File: config.mk
export PLATFORM = sky130hd
export DESIGN_NAME = ysyx_23060187_issue_ctrl_flat
export DESIGN_NICKNAME = d
export VERILOG_FILES = /design/src/rtl/ysyx_23060187_pkg.sv /design/src/rtl/ysyx_23060187_issue_ctrl_if.sv /design/src/rtl/ysyx_23060187_scoreboard.sv /design/src/rtl/ysyx_23060187_issue_ctrl.sv /design/src/flat_wrapper.sv
export SDC_FILE = /design/constraint.sdc
export NUM_CORES = 1
export LEC_CHECK = 0
export BUFFER_PORTS_ARGS = -buffer_cell sky130_fd_sc_hd__buf_2
export CAP_MARGIN = 20
export CORE_MARGIN = 4
export CORE_UTILIZATION = 46
export DETAILED_ROUTE_END_ITERATION = 10
export GPL_TIMING_DRIVEN = 1
export PLACE_DENSITY = 0.7
export SYNTH_ARGS = -nofsm -noshare
export SYNTH_HDL_FRONTEND = slang
export SYNTH_SLANG_ARGS = --single-unit
File: constraint.sdc
create_clock -name clk -period 4.4 [get_ports clk]
set_input_delay 0.22 -clock clk [delete_from_list [all_inputs] [get_ports clk]]
set_output_delay 0.22 -clock clk [all_outputs]
set_load 0.05 [all_outputs]
File: src/rtl/ysyx_23060187_pkg.sv
// Shared definitions for the NPC issue path: default register-file geometry
// and the opaque decode bundle handed from IDU to EXU.
package ysyx_23060187_pkg;

  localparam int DEF_NR_REG = 32;
  localparam int DEF_ADDR_W = 5;
  localparam int DEF_CNT_W  = 2;

  typedef logic [63:0] payload_t;

endpackage

File: src/rtl/ysyx_23060187_issue_ctrl_if.sv
// IDU -> issue controller -> EXU handshake bundle plus the WBU retire channel.
// The slave modport is the controller; the master modport is its environment.
interface ysyx_23060187_issue_ctrl_if
  import ysyx_23060187_pkg::*;
#(
  parameter int ADDR_W = DEF_ADDR_W
);

  logic              dec_valid;
  logic              dec_ready;
  logic [ADDR_W-1:0] dec_rs1;
  logic [ADDR_W-1:0] dec_rs2;
  logic              dec_use_rs1;
  logic              dec_use_rs2;
  logic              dec_wen;
  logic [ADDR_W-1:0] dec_rd;
  payload_t          dec_payload;

  logic              iss_valid;
  logic              iss_ready;
  logic              iss_wen;
  logic [ADDR_W-1:0] iss_rd;
  payload_t          iss_payload;

  logic              wb_valid;
  logic [ADDR_W-1:0] wb_rd;

  modport slave (
    input  dec_valid, dec_rs1, dec_rs2, dec_use_rs1, dec_use_rs2,
           dec_wen, dec_rd, dec_payload,
    output dec_ready,
    output iss_valid, iss_wen, iss_rd, iss_payload,
    input  iss_ready,
    input  wb_valid, wb_rd
  );

  modport master (
    output dec_valid, dec_rs1, dec_rs2, dec_use_rs1, dec_use_rs2,
           dec_wen, dec_rd, dec_payload,
    input  dec_ready,
    input  iss_valid, iss_wen, iss_rd, iss_payload,
    output iss_ready,
    output wb_valid, wb_rd
  );

endinterface

File: src/rtl/ysyx_23060187_scoreboard.sv
// Per-register pending-write counters: one reserve port, two retire ports
// (WBU writeback and flushed entry), busy/full lookups and a sticky underflow flag.
module ysyx_23060187_scoreboard
  import ysyx_23060187_pkg::*;
#(
  parameter int NR_REG = DEF_NR_REG,
  parameter int ADDR_W = DEF_ADDR_W,
  parameter int CNT_W  = DEF_CNT_W
) (
  input  logic              clk,
  input  logic              rst,
  input  logic              inc_en,
  input  logic [ADDR_W-1:0] inc_idx,
  input  logic              dec_a_en,
  input  logic [ADDR_W-1:0] dec_a_idx,
  input  logic              dec_b_en,
  input  logic [ADDR_W-1:0] dec_b_idx,
  input  logic [ADDR_W-1:0] rd_a_idx,
  input  logic [ADDR_W-1:0] rd_b_idx,
  input  logic [ADDR_W-1:0] rd_c_idx,
  output logic              busy_a,
  output logic              busy_b,
  output logic              full_c,
  output logic              sb_err
);

  localparam logic [CNT_W-1:0] CNT_MAX = '1;

  logic [CNT_W-1:0] cnt_q [NR_REG];
  logic [CNT_W-1:0] cnt_d [NR_REG];
  logic             sb_err_q, sb_err_d;

  always_comb begin
    logic [CNT_W:0] sum;
    logic [1:0]     ndec;
    // NOTE: every comb output gets a default first, so no path leaves it unassigned (no latch).
    sum      = '0;
    ndec     = '0;
    sb_err_d = sb_err_q;
    cnt_d[0] = '0;
    for (int r = 1; r < NR_REG; r++) begin
      sum  = {1'b0, cnt_q[r]} + (CNT_W+1)'(inc_en && (inc_idx == ADDR_W'(r)));
      ndec = 2'(dec_a_en && (dec_a_idx == ADDR_W'(r)))
           + 2'(dec_b_en && (dec_b_idx == ADDR_W'(r)));
      // Retires beyond the pending count floor at zero and flag the imbalance.
      if (sum >= (CNT_W+1)'(ndec)) begin
        cnt_d[r] = CNT_W'(sum - (CNT_W+1)'(ndec));
      end else begin
        cnt_d[r] = '0;
        sb_err_d = 1'b1;
      end
    end
  end

  // NOTE: the counter array is reset, not just the flag -- busy() must read 0 right after reset.
  always_ff @(posedge clk or negedge rst) begin
    if (!rst) begin
      for (int r = 0; r < NR_REG; r++) cnt_q[r] <= '0;
      sb_err_q <= 1'b0;
    end else begin
      // NOTE: sequential state uses non-blocking assignment so all flops update together.
      for (int r = 0; r < NR_REG; r++) cnt_q[r] <= cnt_d[r];
      sb_err_q <= sb_err_d;
    end
  end

  assign busy_a = (rd_a_idx != '0) && (int'(rd_a_idx) < NR_REG) && (cnt_q[rd_a_idx] != '0);
  assign busy_b = (rd_b_idx != '0) && (int'(rd_b_idx) < NR_REG) && (cnt_q[rd_b_idx] != '0);
  assign full_c = (rd_c_idx != '0) && (int'(rd_c_idx) < NR_REG) && (cnt_q[rd_c_idx] == CNT_MAX);
  assign sb_err = sb_err_q;

endmodule

File: src/rtl/ysyx_23060187_issue_ctrl.sv
// IDU->EXU issue stage: one-entry output register, scoreboard hazard stall,
// flush drop and a free-running stall-cycle counter.
module ysyx_23060187_issue_ctrl
  import ysyx_23060187_pkg::*;
#(
  parameter int NR_REG = DEF_NR_REG,
  parameter int ADDR_W = DEF_ADDR_W,
  parameter int CNT_W  = DEF_CNT_W
) (
  input  logic                        clk,
  input  logic                        rst,
  ysyx_23060187_issue_ctrl_if.slave   bus,
  input  logic                        flush,
  output logic                        sb_err,
  output logic [31:0]                 stall_cnt
);

  logic              iss_valid_q, iss_valid_d;
  logic              iss_wen_q,   iss_wen_d;
  logic [ADDR_W-1:0] iss_rd_q,    iss_rd_d;
  payload_t          iss_payload_q, iss_payload_d;
  logic [31:0]       stall_cnt_q, stall_cnt_d;

  logic busy_rs1, busy_rs2, full_rd;
  logic hazard, dec_fire, iss_fire, flush_drop;

  assign hazard = (bus.dec_use_rs1 && busy_rs1)
               || (bus.dec_use_rs2 && busy_rs2)
               || (bus.dec_wen && full_rd);

  assign bus.dec_ready = (!iss_valid_q || bus.iss_ready) && !hazard && !flush;
  assign dec_fire      = bus.dec_valid && bus.dec_ready;
  assign iss_fire      = iss_valid_q && bus.iss_ready;
  // A flushed entry that EXU accepts in the same cycle still owns its reservation.
  assign flush_drop    = flush && iss_valid_q && !bus.iss_ready && iss_wen_q && (iss_rd_q != '0);

  ysyx_23060187_scoreboard #(
    .NR_REG (NR_REG),
    .ADDR_W (ADDR_W),
    .CNT_W  (CNT_W)
  ) u_sb (
    .clk       (clk),
    .rst       (rst),
    .inc_en    (dec_fire && bus.dec_wen),
    .inc_idx   (bus.dec_rd),
    .dec_a_en  (bus.wb_valid),
    .dec_a_idx (bus.wb_rd),
    .dec_b_en  (flush_drop),
    .dec_b_idx (iss_rd_q),
    .rd_a_idx  (bus.dec_rs1),
    .rd_b_idx  (bus.dec_rs2),
    .rd_c_idx  (bus.dec_rd),
    .busy_a    (busy_rs1),
    .busy_b    (busy_rs2),
    .full_c    (full_rd),
    .sb_err    (sb_err)
  );

  always_comb begin
    iss_valid_d   = iss_valid_q;
    iss_wen_d     = iss_wen_q;
    iss_rd_d      = iss_rd_q;
    iss_payload_d = iss_payload_q;
    if (flush) begin
      iss_valid_d = 1'b0;
    end else if (dec_fire) begin
      iss_valid_d   = 1'b1;
      iss_wen_d     = bus.dec_wen;
      iss_rd_d      = bus.dec_rd;
      iss_payload_d = bus.dec_payload;
    end else if (iss_fire) begin
      iss_valid_d = 1'b0;
    end

    stall_cnt_d = stall_cnt_q;
    if (bus.dec_valid && hazard) stall_cnt_d = stall_cnt_q + 32'd1;
  end

  always_ff @(posedge clk or negedge rst) begin
    if (!rst) begin
      iss_valid_q   <= 1'b0;
      iss_wen_q     <= 1'b0;
      iss_rd_q      <= '0;
      iss_payload_q <= '0;
      stall_cnt_q   <= '0;
    end else begin
      iss_valid_q   <= iss_valid_d;
      iss_wen_q     <= iss_wen_d;
      iss_rd_q      <= iss_rd_d;
      iss_payload_q <= iss_payload_d;
      stall_cnt_q   <= stall_cnt_d;
    end
  end

  assign bus.iss_valid   = iss_valid_q;
  assign bus.iss_wen     = iss_wen_q;
  assign bus.iss_rd      = iss_rd_q;
  assign bus.iss_payload = iss_payload_q;
  assign stall_cnt       = stall_cnt_q;

endmodule

File: src/flat_wrapper.sv
// flat-port wrapper written by rule: the top's interface ports become plain ports
module ysyx_23060187_issue_ctrl_flat import ysyx_23060187_pkg::*;
#(
  parameter int NR_REG = DEF_NR_REG,
  parameter int ADDR_W = DEF_ADDR_W,
  parameter int CNT_W  = DEF_CNT_W
)
  (clk, rst, flush, sb_err, stall_cnt, bus_dec_valid, bus_dec_rs1, bus_dec_rs2, bus_dec_use_rs1, bus_dec_use_rs2, bus_dec_wen, bus_dec_rd, bus_dec_payload, bus_dec_ready, bus_iss_valid, bus_iss_wen, bus_iss_rd, bus_iss_payload, bus_iss_ready, bus_wb_valid, bus_wb_rd);
  ysyx_23060187_issue_ctrl_if #(.ADDR_W(ADDR_W)) bus_i ();
  input  logic clk;
  input  logic rst;
  input  logic flush;
  output logic sb_err;
  output logic [31:0] stall_cnt;
  input wire logic [$bits(bus_i.dec_valid)-1:0] bus_dec_valid;
  input wire logic [$bits(bus_i.dec_rs1)-1:0] bus_dec_rs1;
  input wire logic [$bits(bus_i.dec_rs2)-1:0] bus_dec_rs2;
  input wire logic [$bits(bus_i.dec_use_rs1)-1:0] bus_dec_use_rs1;
  input wire logic [$bits(bus_i.dec_use_rs2)-1:0] bus_dec_use_rs2;
  input wire logic [$bits(bus_i.dec_wen)-1:0] bus_dec_wen;
  input wire logic [$bits(bus_i.dec_rd)-1:0] bus_dec_rd;
  input wire logic [$bits(bus_i.dec_payload)-1:0] bus_dec_payload;
  output wire logic [$bits(bus_i.dec_ready)-1:0] bus_dec_ready;
  output wire logic [$bits(bus_i.iss_valid)-1:0] bus_iss_valid;
  output wire logic [$bits(bus_i.iss_wen)-1:0] bus_iss_wen;
  output wire logic [$bits(bus_i.iss_rd)-1:0] bus_iss_rd;
  output wire logic [$bits(bus_i.iss_payload)-1:0] bus_iss_payload;
  input wire logic [$bits(bus_i.iss_ready)-1:0] bus_iss_ready;
  input wire logic [$bits(bus_i.wb_valid)-1:0] bus_wb_valid;
  input wire logic [$bits(bus_i.wb_rd)-1:0] bus_wb_rd;
  assign bus_i.dec_valid = bus_dec_valid;
  assign bus_i.dec_rs1 = bus_dec_rs1;
  assign bus_i.dec_rs2 = bus_dec_rs2;
  assign bus_i.dec_use_rs1 = bus_dec_use_rs1;
  assign bus_i.dec_use_rs2 = bus_dec_use_rs2;
  assign bus_i.dec_wen = bus_dec_wen;
  assign bus_i.dec_rd = bus_dec_rd;
  assign bus_i.dec_payload = bus_dec_payload;
  assign bus_dec_ready = bus_i.dec_ready;
  assign bus_iss_valid = bus_i.iss_valid;
  assign bus_iss_wen = bus_i.iss_wen;
  assign bus_iss_rd = bus_i.iss_rd;
  assign bus_iss_payload = bus_i.iss_payload;
  assign bus_i.iss_ready = bus_iss_ready;
  assign bus_i.wb_valid = bus_wb_valid;
  assign bus_i.wb_rd = bus_wb_rd;
  ysyx_23060187_issue_ctrl #(.NR_REG(NR_REG), .ADDR_W(ADDR_W), .CNT_W(CNT_W)) u_core (.clk(clk), .rst(rst), .bus(bus_i), .flush(flush), .sb_err(sb_err), .stall_cnt(stall_cnt));
endmodule
## Word level (Yosys, flattened, before mapping)

Index checks and enable logic that the tools add are counted.

- Input bits: 93
- Bits in registers: 166
- Output and inout port bits: 105

- Magnitude comparators: 34
- Add/subtract/negate cells: 94
- Equality and inequality tests: 95
- Reductions and logical operators: 124
- Bitwise operators: 4
- Multiplexer cells: 74

Operators with widths:

| operator | number |
|---|---|
| $eq A5 B5 Y1 const B | 48 |
| $eq A5 B4 Y1 const B | 24 |
| $logic_and A1 B1 Y1 | 109 |
| $add A2 B1 Y3 | 31 |
| $ge A3 B2 Y1 | 31 |
| $mux W2 | 37 |
| $add A1 B1 Y2 | 31 |
| $sub A2 B2 Y2 | 31 |
| $eq A5 B3 Y1 const B | 12 |
| $mux W1 | 34 |
| $add A32 B1 Y32 const B | 1 |
| $ne A31 B31 Y1 const B | 1 |
| $bmux W2 S5 | 3 |
| $eq A5 B2 Y1 const B | 6 |
| $reduce_bool A5 Y1 | 4 |
| $ge A6 B6 Y1 const B | 3 |
| $not A5 Y6 | 3 |
| $eq A5 B1 Y1 const B | 3 |
| $logic_not A1 Y1 | 4 |
| $reduce_bool A2 Y1 | 2 |
| $logic_or A1 B1 Y1 | 3 |
| $reduce_bool A3 Y1 | 1 |
| $eq A2 B2 Y1 const B | 1 |
| $reduce_and A2 Y1 | 1 |
| $not A1 Y1 | 1 |

## Depth between registers and ports, before layout

Gate-level depths: netlist of run 1.

- Depth in word-level cells: 48
- Gate-level depth with buffers: 19
- Gate-level depth less buffers: 15

## Hierarchy

From an unflattened synthesis of run 1, not the netlist that was laid out.

- Cells, all modules: 1154
- Area, all modules: 11214.5 um^2

By module, submodules not included:

| module | cells each | area an instance (um^2) | sequential area each (um^2) | instances |
|---|---|---|---|---|
| ysyx_23060187_scoreboard | 854 | 6966.7 | 1576.5 | 1 |
| ysyx_23060187_issue_ctrl | 300 | 4247.8 | 2577.5 | 1 |

## Worst setup path before layout of run 1

Ideal clock, no wire load.

- Path kind: input -> register
- From: in bus_dec_rd[0]
- To: reg u_core.u_sb.sb_err_q, in the netlist u_core.u_sb.sb_err
- Arrival: 3.985 ns
- Cell stages on the path: 16
- Path buffers: 3
- Path slack: 0.277 ns
- Path through: buf_4 -> mux4_2 -> mux4_2 -> o211ai_2 -> nand4b_4 -> nor4_4 -> buf_4 -> buf_2 -> and3_1 -> ha_1 -> inv_1 -> ha_1 -> nand2b_1 -> a31oi_1 -> or4_1 -> or4_1

- Longest elaborated chain between the ends: 46

RTL lines:

| what | RTL line | text |
|---|---|---|
| start: declaration | flat_wrapper.sv:21 | `input wire logic [$bits(bus_i.dec_rd)-1:0] bus_dec_rd;` |
| $not A5 Y6 (implied by the code) | ysyx_23060187_scoreboard.sv:69 | `assign full_c = (rd_c_idx != '0) && (int'(rd_c_idx) < NR_REG) && (cnt_q[rd_c_idx] == CNT_MAX);` |
| $bmux W2 S5 | ysyx_23060187_scoreboard.sv:69 |  |
| $mux W2 (implied by the code) (2 in a row) | ysyx_23060187_scoreboard.sv:69 |  |
| $eq A2 B2 Y1 | ysyx_23060187_scoreboard.sv:69 |  |
| $logic_and A1 B1 Y1 | ysyx_23060187_scoreboard.sv:69 |  |
| $logic_and A1 B1 Y1 | ysyx_23060187_issue_ctrl.sv:29 | `\|\| (bus.dec_wen && full_rd);` |
| $logic_or A1 B1 Y1 | ysyx_23060187_issue_ctrl.sv:29 |  |
| $logic_not A1 Y1 | ysyx_23060187_issue_ctrl.sv:31 | `assign bus.dec_ready = (!iss_valid_q \|\| bus.iss_ready) && !hazard && !flush;` |
| $logic_and A1 B1 Y1 (2 in a row) | ysyx_23060187_issue_ctrl.sv:31 |  |
| $logic_and A1 B1 Y1 | ysyx_23060187_issue_ctrl.sv:32 | `assign dec_fire = bus.dec_valid && bus.dec_ready;` |
| $logic_and A1 B1 Y1 | ysyx_23060187_issue_ctrl.sv:44 | `.inc_en (dec_fire && bus.dec_wen),` |
| $logic_and A1 B1 Y1 | ysyx_23060187_scoreboard.sv:42 | `sum = {1'b0, cnt_q[r]} + (CNT_W+1)'(inc_en && (inc_idx == ADDR_W'(r)));` |
| $add A2 B1 Y3 | ysyx_23060187_scoreboard.sv:42 |  |
| $ge A3 B2 Y1 | ysyx_23060187_scoreboard.sv:46 | `if (sum >= (CNT_W+1)'(ndec)) begin` |
| $mux W1 (30 in a row) | ysyx_23060187_scoreboard.sv:46 |  |
| end signal: assignment | ysyx_23060187_scoreboard.sv:63 | `sb_err_q <= sb_err_d;` |
| end: declaration | ysyx_23060187_scoreboard.sv:31 | `logic sb_err_q, sb_err_d;` |

Parallel ways exist; a longest one is shown, timed or not. The select of a mux whose other input is x is not followed.
A chain may end at the register's enable or synchronous reset.

## Worst setup path in the final report of run 1

- From: reg u_core.u_sb.cnt_q[14] (netlist name)
- To: reg u_core.u_sb.sb_err_q, in the netlist u_core.u_sb.sb_err

- Longest elaborated chain between the ends: 46

RTL lines:

| what | RTL line | text |
|---|---|---|
| start: declaration | ysyx_23060187_scoreboard.sv:29 | `logic [CNT_W-1:0] cnt_q [NR_REG];` |
| $bmux W2 S5, on equally long branches | ysyx_23060187_scoreboard.sv:67, ysyx_23060187_scoreboard.sv:68 |  |
| $mux W2, on equally long branches (2 in a row) | ysyx_23060187_scoreboard.sv:67, ysyx_23060187_scoreboard.sv:68 |  |
| $reduce_bool A2 Y1, on equally long branches | ysyx_23060187_scoreboard.sv:67, ysyx_23060187_scoreboard.sv:68 |  |
| $logic_and A1 B1 Y1, on equally long branches | ysyx_23060187_scoreboard.sv:67, ysyx_23060187_scoreboard.sv:68 |  |
| $logic_and A1 B1 Y1, on equally long branches | ysyx_23060187_issue_ctrl.sv:27, ysyx_23060187_issue_ctrl.sv:28 |  |
| $logic_or A1 B1 Y1 | ysyx_23060187_issue_ctrl.sv:28 | `\|\| (bus.dec_use_rs2 && busy_rs2)` |
| $logic_or A1 B1 Y1 | ysyx_23060187_issue_ctrl.sv:29 |  |
| $logic_not A1 Y1 | ysyx_23060187_issue_ctrl.sv:31 |  |
| $logic_and A1 B1 Y1 (2 in a row) | ysyx_23060187_issue_ctrl.sv:31 |  |
| $logic_and A1 B1 Y1 | ysyx_23060187_issue_ctrl.sv:32 |  |
| $logic_and A1 B1 Y1 | ysyx_23060187_issue_ctrl.sv:44 |  |
| $logic_and A1 B1 Y1 | ysyx_23060187_scoreboard.sv:42 |  |
| $add A2 B1 Y3 | ysyx_23060187_scoreboard.sv:42 |  |
| $ge A3 B2 Y1 | ysyx_23060187_scoreboard.sv:46 |  |
| $mux W1 (30 in a row) | ysyx_23060187_scoreboard.sv:46 |  |

Parallel ways exist; a longest one is shown, timed or not. The select of a mux whose other input is x is not followed.

==> metrics, run 1 <==
drt drc 0; synth unique cells 53; Final #Nets 1696; Reg2Reg Depth 18; sequential fraction of the synthesis area 35.5%; Clock Skews 0.0181 ns; cell internal pwr 4.11 mW; CTS tree built; Pre-antenna DRT Iters 5; required time worst endpoint 4.72 ns; Overall Power 7.71 mW; max_cap viols 0; Leakage 7.06 nW; Mapped Area 11700 µm²; WHS 0.0153 ns; vias 10000; Top FF cell, synth dfrtp_1; reg2reg start u_core.u_sb.cnt_q[14]; leading area contributor after synthesis dfrtp_1; critical path class reg2reg; actual slew at the worst max-slew pin 0.895 ns; flop-to-flop setup slack 0.03 ns; power per cell area 527 nW/µm²; CP Capture Type register; placed cell count 1719; Clk pin slew, worst setup/hold paths 0.08 ns; EDFF count, synth 0; Critical Path AT 4.69 ns; H-tree Lvls 4; Die Wd 168 µm; number of vias per cell 5.60; ys async rst share 100%; CTS buffer count 17; Initial Util 46.6%; Mapped Avg Cell Area 9.97 µm²; Max Fclk 229 MHz; sw frac 46.7%; first-pass GRT wire length 54.1 mm; Num Clock Sinks 166; Overall Global Routing Usage 24.2%; Util after Layout 58.3%; largest net degree at the start of global routing 90; Hold Fails Final Rpt 0; post-synthesis cell count 1174; full die area 28100 µm²; Min-Delay Path Depth 2; VDD IR max 436 µV; Tmin final 4.37 ns; final setup violation count 0; I/O pin count 198; share of cells above drive strength 1 26.5%; final cell count without fillers 1790; routed wire length 34.9 mm; warnings from Yosys 0; CTS root buf clkbuf_16; Wirelength per Cell 19.5 µm; status finished clean; Yosys reg bits 166; die height 168 µm; Core ar. 25100 µm²; dpl hpwl 25.8 mm; IO Port Bufs 197; Clock Power Share 20.1%; Area contributors post-synth dfrtp_1 (35%), ha_1 (13%), fa_1 (5.3%); final slew viol count 0; area grow syn2layout 25.1%; # diodes 0; filler instances 2164; worst-skew pair later-pin latency 0.44 ns; top-area cell type share of the netlist area 35.5%; ANT nets after route 0; Switch Pwr 3.60 mW; sequential share of power 32.5%; vias in the first global route 9924; GR Overflow Total 0; starting DRC count in detailed routing 1051; Period Utilization, post-route 99.4%; critical path startpoint u_core.u_sb.cnt_q[14]; final RePlAce weighted congestion 0.987; Clock Path Buffers 2; Mapped Nets 1423; site row count 58; combinational share of power 47.4%; HP Start bus_dec_payload[11]; Rel. slew slack 40.3%; min-delay worst type in2reg; initial antenna violation count 0; unrepaired setup endpoints after global routing yes; CP Launch Type register; CP Max Fanout 8
## state kept, by name (all words and copies together) (netlist names)
signal / flops
u_core.bus.iss_wen: 1
u_core.stall_cnt: 32
u_core.u_sb.cnt_q: 62
u_core.bus.iss_rd: 5
u_core.bus.iss_payload: 64
u_core.bus.iss_valid: 1
u_core.u_sb.sb_err: 1
## cell type report
cell class                 instances  area, µm²  area share [%]
sequential                       166       4160            28.4
inverter                         120        450            3.08
clock buffer                      17        425            2.90
clock inverter                    15        178            1.21
multi-input combinational        844       7120            48.6
tap                              330        413            2.82
timing repair buffer             298       1900            13.0
## cell usage after synthesis (3+ instances only)
master,n
a211o_1,3
and3_1,29
and2_1,4
mux2i_1,8
or3_1,3
nand4_1,5
buf_6,5
a21oi_1,26
mux2_2,26
nor2_1,162
and4_1,19
clkbuf_1,23
fa_1,31
inv_1,120
mux4_2,22
or4_1,5
nor4_1,10
nor3b_1,4
nand2b_1,38
xor2_1,15
buf_1,5
o2111ai_1,10
buf_2,9
ha_1,125
nand3_1,17
xnor2_1,31
nor3_1,23
dfrtp_1,166
o211ai_1,13
a31oi_1,47
mux2_1,48
nor2b_1,11
o21ai_0,31
nand2_1,55
## worst paths after layout
path / endpoint
worst max register to register: u_core.u_sb.sb_err
worst min-delay path: u_core.bus.iss_payload[11]
worst min register to register: u_core.stall_cnt[31]
min in group asynchronous: u_core.stall_cnt[18]
worst max-delay path: u_core.u_sb.sb_err
max in group asynchronous: u_core.bus.iss_payload[8]
## cells by family (layout without fill, tap and decap cells)
kind of cell,count (synthesis),in the layout,share of synthesized area (%)
xor+xnor,46,46,3.44
flops,166,166,35.5
compound gates,144,144,7.80
mux,104,104,12.0
simple gates,394,394,16.9
buf+inv,164,450,5.74
fa+ha+maj,156,156,18.7
## stage by stage
step | TNS [ns] | setup slack [ns] | instance area (µm²)
final | 0 | 0.0272 | 14600
after detailed placement | -0.177 | -0.177 | 13400
after global routing | -0.0379 | -0.0379 | 14600
after global placement | -0.121 | -0.121 | 13400
after CTS | 0 | 0.0448 | 14300
after floorplan | 0 | 0.277 | 11700
## critical path, cell delays in order (launching register included)
cell and delay (ns):
dfrtp_1 0.43, mux4_2 0.47, a22o_1 0.25, a41o_1 0.21, o2111ai_1 0.08, buf_4 0.16
nand4b_4 0.12, nor4_4 0.31, buf_6 0.17, buf_12 0.14, and3_4 0.18, ha_1 0.22
inv_1 0.10, ha_4 0.14, nand2b_4 0.11, a31oi_2 0.11, nor4_2 0.37, nand2_1 0.15
or4_1 0.53
## layout by cell type, fill, tap and decap left out, drive strengths merged, types with 3 or more instances in the layout
master / n
nor2: 162
dlygate4sd3: 33
or4: 5
nand2: 55
and4: 19
xor2: 15
nand4: 5
inv: 128
nand3: 17
nand2b: 38
nor2b: 11
nor4: 11
buf: 263
a31oi: 47
o2111ai: 10
o211ai: 14
mux2i: 8
mux4: 22
nor3b: 4
or3: 3
a211o: 3
xnor2: 31
mux2: 74
a21oi: 26
ha: 125
and2: 4
dfrtp: 166
clkinv: 7
nor3: 23
fa: 31
o21ai: 31
and3: 29
clkbuf: 19
## layer usage
| layer | track usage (%) | part of all wire (%) |
|---|---|---|
| met1 | 32.1 | 42 |
| met5 | 0 | 0 |
| met3 | 4.77 | 7.1 |
| met2 | 39.6 | 47 |
| met4 | 8.72 | 3.5 |
## repair_timing
item | 4_1_cts | 5_1_grt
endpoints found under the setup margin | 0 | 1
gates resized for setup | 0 | 40
buffers inserted | 0 | 4
hold buffers | 33 | 0
hold endpoints to repair | 119 | 0
## power by group through the flow
stage / clock network (mW) / registers, mW / logic (mW)
2_1_floorplan: 0 / 3.50 / 1.37
3_3_place_gp: 0 / 2.50 / 3.42
3_5_place_dp: 0 / 2.51 / 3.48
4_1_cts: 1.58 / 2.49 / 3.51
5_1_grt: 1.65 / 2.57 / 3.89
6_report: 1.55 / 2.51 / 3.65
Power figures use the tool's default switching activity.
==> inputs of run 2 (changes only) <==
--- a/config.mk
+++ b/config.mk
@@ -11,6 +11,7 @@
 export CORE_UTILIZATION = 46
 export DETAILED_ROUTE_END_ITERATION = 10
 export GPL_TIMING_DRIVEN = 1
+export HOLD_SLACK_MARGIN = 0.1
 export PLACE_DENSITY = 0.7
 export SYNTH_ARGS = -nofsm -noshare
 export SYNTH_HDL_FRONTEND = slang
==> run 2 against run 1 <==
Effect of this change:
- via count increased by 1.6%
- largest cell class unchanged
- combinational power about the same
- largest power group unchanged
- cell count increased by 1.8%
==> metrics, run 2 (synthesis gave the netlist of run 1 again) <==
Leakage 7.19 nW; Max Fclk 229 MHz; Min-Delay Path Depth 3; largest net degree at the start of global routing 90; Rel. slew slack 41.6%; Num Clock Sinks 166; CTS tree built; max FFs per register 64; CP Max Fanout 8; placed cell area 13400 µm²; Design Area, Final 15000 µm²; Overall Global Routing Usage 24.8%; Reg2Reg Depth 18; min-delay worst type in2reg; Clock Skews 0.0166 ns; starting DRC count in detailed routing 1038; initial antenna violation count 0; Util after Layout 59.6%; commonest non-fill, non-tap cell in the layout buf_2; CTS root buf clkbuf_16; unrepaired setup endpoints after global routing yes; area grow syn2layout 27.8%; VDD IR max 427 µV; max_cap viols 0; most frequent cells in the layout buf_2 (196), dfrtp_1 (162), nor2_1 (160), ha_1 (118), inv_1 (117); Overall Power 7.74 mW; I/O pin count 198; Clk pin slew, worst setup/hold paths 0.08 ns; Wirelength per Cell 19.5 µm; area of the multi-input gates 7120 µm²; WHS 0.130 ns; Period Utilization, post-route 99.3%; CP Launch Type register; Initial Util 46.6%; dpl ws -0.177 ns; reg2reg start u_core.u_sb.cnt_q[0]; Core ar. 25100 µm²; first-pass GRT wire length 55.4 mm; critical path startpoint u_core.u_sb.cnt_q[0]; H-tree Lvls 4; IO Port Bufs 197; actual slew at the worst max-slew pin 0.876 ns; ANT nets after route 0; number of vias per cell 5.59; required time worst endpoint 4.72 ns; Register Area 4160 µm²; CP Capture Type register; worst setup margin 0.0298 ns; status finished clean; Pre-antenna DRT Iters 5; site row count 58; Hold Fails Final Rpt 0; dpl hpwl 25.8 mm; final setup violation count 0; power per cell area 517 nW/µm²; vias 10200; Die Wd 168 µm; vias in the first global route 10100; Final #Nets 1728; worst-skew pair later-pin latency 0.44 ns; Critical Path AT 4.69 ns; Reg2Reg Capture Point u_core.u_sb.sb_err; critical path class reg2reg; flop-to-flop setup slack 0.03 ns; die height 168 µm; drt drc 0; full die area 28100 µm²; share of cells above drive strength 1 25.9%; CTS buffer count 17; crit path to u_core.u_sb.sb_err; routed wire length 35.5 mm; Tmin final 4.37 ns; GR Overflow Total 0; filler instances 2120; final slew viol count 0; Clock Path Buffers 2; final RePlAce weighted congestion 0.987; # diodes 0
## run 2: changes by cell type in the layout (fill, tap and decap cells not counted)
cell	previous run	this run
dlygate4sd3_1	33	65
## run 2: cell type report
class	instances	share of cell area (%)
repair buffers	330	14.8
clock inverters	15	1.19
multi-input cells	844	47.6
flip-flops and latches	166	27.8
inverters	120	3.01
clock buffers	17	2.84
well taps	330	2.76
## run 2: power breakdown
part	internal, mW	leakage (nW)	total (mW)	switching (mW)
Combinational	1.33	4.80	3.68	2.35
Sequential	2.02	2.10	2.51	0.487
Clock	0.773	0.296	1.55	0.773
## run 2: repair_timing
item / 4_1_cts / 5_1_grt
hold buffers: 65 / 0
endpoints found under the hold margin: 151 / 0
setup endpoints to repair: 0 / 1
resized for setup: 0 / 40
setup buffers: 0 / 4
## run 2: per-stage QoR
step / std cells / TNS, ns
3_3_place_gp: 1719 / -0.121
3_5_place_dp: 1719 / -0.177
4_1_cts: 1816 / 0
5_1_grt: 1822 / -0.0379
2_1_floorplan: 1174 / 0
6_report: 1822 / 0
## run 2: worst min path at each step
stage	slack [ns]	from	end
after global placement	0.37	rst	u_core.stall_cnt[18]
final	0.13	flush	u_core.bus.iss_valid
after global routing	0.14	flush	u_core.bus.iss_valid
after detailed placement	0.37	rst	u_core.stall_cnt[18]
after CTS	0.11	flush	u_core.bus.iss_valid
after floorplan	-0.08	rst	u_core.bus.iss_payload[0]
## run 2: routing by layer
layer | global-route usage, % | part of all wire, % | vias to the layer above
met5 | 0 | 0 | -
met1 | 33.0 | 42 | 4939
met3 | 4.79 | 7.7 | 91
met2 | 40.4 | 47 | 467
li1 | - | - | 4680
met4 | 9.21 | 3.7 | 0
## run 2: worst max-delay path, stage by stage, from the launching register on
cell	delay, ns
dfrtp_1	0.43
mux4_2	0.50
a22o_1	0.23
a41o_1	0.21
o2111ai_1	0.08
buf_4	0.16
nand4b_4	0.12
nor4_4	0.31
buf_6	0.17
buf_12	0.14
and3_4	0.18
ha_1	0.22
inv_1	0.10
ha_4	0.14
nand2b_4	0.11
a31oi_2	0.11
nor4_2	0.37
nand2_1	0.15
or4_1	0.53
==> inputs of run 3 (changes only) <==
--- a/config.mk
+++ b/config.mk
@@ -5,6 +5,7 @@
 export SDC_FILE = /design/constraint.sdc
 export NUM_CORES = 1
 export LEC_CHECK = 0
+export ABC_AREA = 1
 export BUFFER_PORTS_ARGS = -buffer_cell sky130_fd_sc_hd__buf_2
 export CAP_MARGIN = 20
 export CORE_MARGIN = 4
==> run 3 against run 2 <==
Effect of this change:
- critical endpoint unchanged
- hold slack gained 0.040 ns
- via count grew 19%
- routed wire length grew 15%
- synthesized cell count grew 42%
- largest cell class unchanged
- sequential cell count is the same
- cell count grew 24%
- non-clock buffer count shrank 45
- synthesized area grew 4.9%
- global-route usage grew 2.5 points
- fmax grew 5.6%
- largest power group unchanged
- total power shrank 5.9%
- critical path depth grew 3
==> metrics, run 3 <==
worst-skew pair later-pin latency 0.46 ns; max FFs per register 64; area grow syn2layout 21.3%; Design Area, Final 14900 µm²; final setup violation count 0; post-CTS setup buffer count 0; Num Clock Sinks 166; required time worst endpoint 4.73 ns; sequential fraction of the synthesis area 33.8%; critical path class reg2reg; Mapped Avg Cell Area 7.39 µm²; top-area cell type share of the netlist area 33.8%; CP max stage delay 0.45 ns; commonest non-fill, non-tap cell in the layout nand2_1; Core ar. 26100 µm²; dpl ws -0.0383 ns; reg2reg start u_core.u_sb.cnt_q[5]; site row count 59; drt drc 0; dpl hpwl 30.2 mm; vias 12100; CTS root buf clkbuf_16; number of vias per cell 5.37; full die area 29400 µm²; CP Cell Sequence or2_2 > nand2_1 > nand2_1 > nand2_1 > nand3_1 > nand3_1 > nand3_1 > nand3_1 > nand2_1 > nor2_8 > nand4_4 > nor2_1 > ha_1 > inv_1 > ha_1 > inv_1 > nand2_1 > a31oi_1 > nor4_2 > nand4_1 > or2_2; placed cell area 13600 µm²; final slew viol count 0; CP Capture Type register; min-delay worst type in2reg; vias in the first global route 11600; unrepaired setup endpoints after global routing no; routed wire length 40.8 mm; initial antenna violation count 1; HP Start bus_dec_valid; first-pass GRT wire length 62.8 mm; status finished clean; Critical Path Most Common Cell nand2_1; leading area contributor after synthesis dfrtp_1; actual slew at the worst max-slew pin 0.978 ns; count leader, synth nand2_1; worst setup margin 0.261 ns; die height 171 µm; Critical Path AT 4.47 ns; H-tree Lvls 4; starting DRC count in detailed routing 1294; VDD IR max 312 µV; Overall Global Routing Usage 27.3%; Initial Util 47.0%; Clk pin slew, worst setup/hold paths 0.08 ns; power per cell area 489 nW/µm²; Mapped Area 12300 µm²; EDFF count, synth 0; Slowest cell on crit path dfrtp_1; largest net degree at the start of global routing 100; Yosys reg bits 166; Clock Skews 0.0151 ns; share of cells above drive strength 1 13.5%; CP Launch Type register; final RePlAce weighted congestion 1.02; IO Port Bufs 197; GR Overflow Total 0; Tmin final 4.14 ns; Period Utilization, post-route 94.1%; Max Fclk 242 MHz; Rel. slew slack 34.8%; warnings from Yosys 0; post-synthesis cell count 1662; Leakage 8.07 nW; Area contributors post-synth dfrtp_1 (34%), nand2_1 (16%), ha_1 (13%); Top FF cell, synth dfrtp_1; Mapped Nets 1911; synth unique cells 29; ANT nets after route 0; Pre-antenna DRT Iters 7; CP Max Fanout 17; CTS tree built; most frequent cells in the layout nand2_1 (526), nor2_1 (215), inv_1 (204), buf_2 (196), dfrtp_1 (166); Die Wd 171 µm; Hold Fails Final Rpt 0; Final #Nets 2158; Post-synth top cells nand2_1 (526), nor2_1 (216), inv_1 (204), dfrtp_1 (166), ha_1 (125); Util after Layout 57.0%; CTS buffer count 17; I/O pin count 198; ys async rst share 100%; max_cap viols 0; Wirelength per Cell 18.1 µm; critical path startpoint u_core.u_sb.cnt_q[5]; Clock Path Buffers 2; Overall Power 7.29 mW
-- run 3: metrics by stage --
step / setup TNS, ns / hold WS (ns) / instances
detailed placement: -0.0383 / 0.396 / 2156
floorplan: 0 / -0.0756 / 1662
finish: 0 / 0.170 / 2259
CTS: 0 / 0.164 / 2257
global placement: -0.0795 / 0.397 / 2156
global route: 0 / 0.170 / 2258
-- run 3: layout make-up --
type / instances / area [µm²]
diodes: 2 / 5.00
clock inverters: 15 / 196
clock buffers: 17 / 425
fillers: 2399 / 11200
inverters: 207 / 777
flip-flops and latches: 166 / 4150
repair buffers: 285 / 1830
well taps: 335 / 419
multi-input cells: 1232 / 7100
-- run 3: path summary, 6_finish.rpt --
check	cells after the start	to	slack, ns
min in group asynchronous	2	u_core.u_sb.cnt_q[57]	0.42
hold / removal	3	u_core.bus.iss_rd[0]	0.17
hold reg to reg	2	u_core.bus.iss_payload[37]	0.47
setup reg to reg	21	u_core.u_sb.sb_err	0.26
setup / recovery	21	u_core.u_sb.sb_err	0.26
max in group asynchronous	3	u_core.u_sb.cnt_q[33]	2.88
-- run 3: logic make-up after synthesis --
| kind of cell | Yosys count | share of synthesized area (%) |
|---|---|---|
| and+or+nand+nor | 942 | 32.2 |
| AOI/OAI and AO/OA | 72 | 3.25 |
| buffers and inverters | 264 | 8.51 |
| adders and majority gates | 156 | 17.8 |
| xor gates and xnor gates | 62 | 4.42 |
| DFF | 166 | 33.8 |
-- run 3: critical path: cells and delay by family, from the launching register on --
kind / cells / cell delay (ns)
buffers and inverters: 2 / 0.08
adder cells (fa/ha/maj): 2 / 0.44
AO/OA/AOI/OAI: 1 / 0.12
flip-flops: 1 / 0.45
AND/OR/NAND/NOR: 16 / 2.93
-- run 3: timing repair --
item,CTS,global route
gates resized for setup,0,1
setup endpoints to repair,0,1
endpoints found under the hold margin,164,0
hold buffers,69,0
-- run 3: metal layers --
metal  vias to the layer above  wire length [µm]  global-route usage (%)
met5                         -                 0                       0
met4                         0              1750                    10.9
met3                       123              3050                    4.90
met2                       571             18900                    43.8
met1                      5654             17100                    36.9
li1                       5773                 -                       -
-- run 3: report_power, final --
group          total (mW)  internal, mW  switching [mW]
clock                1.60         0.783           0.822
sequential           2.47          1.97           0.502
combinational        3.21         0.925            2.29
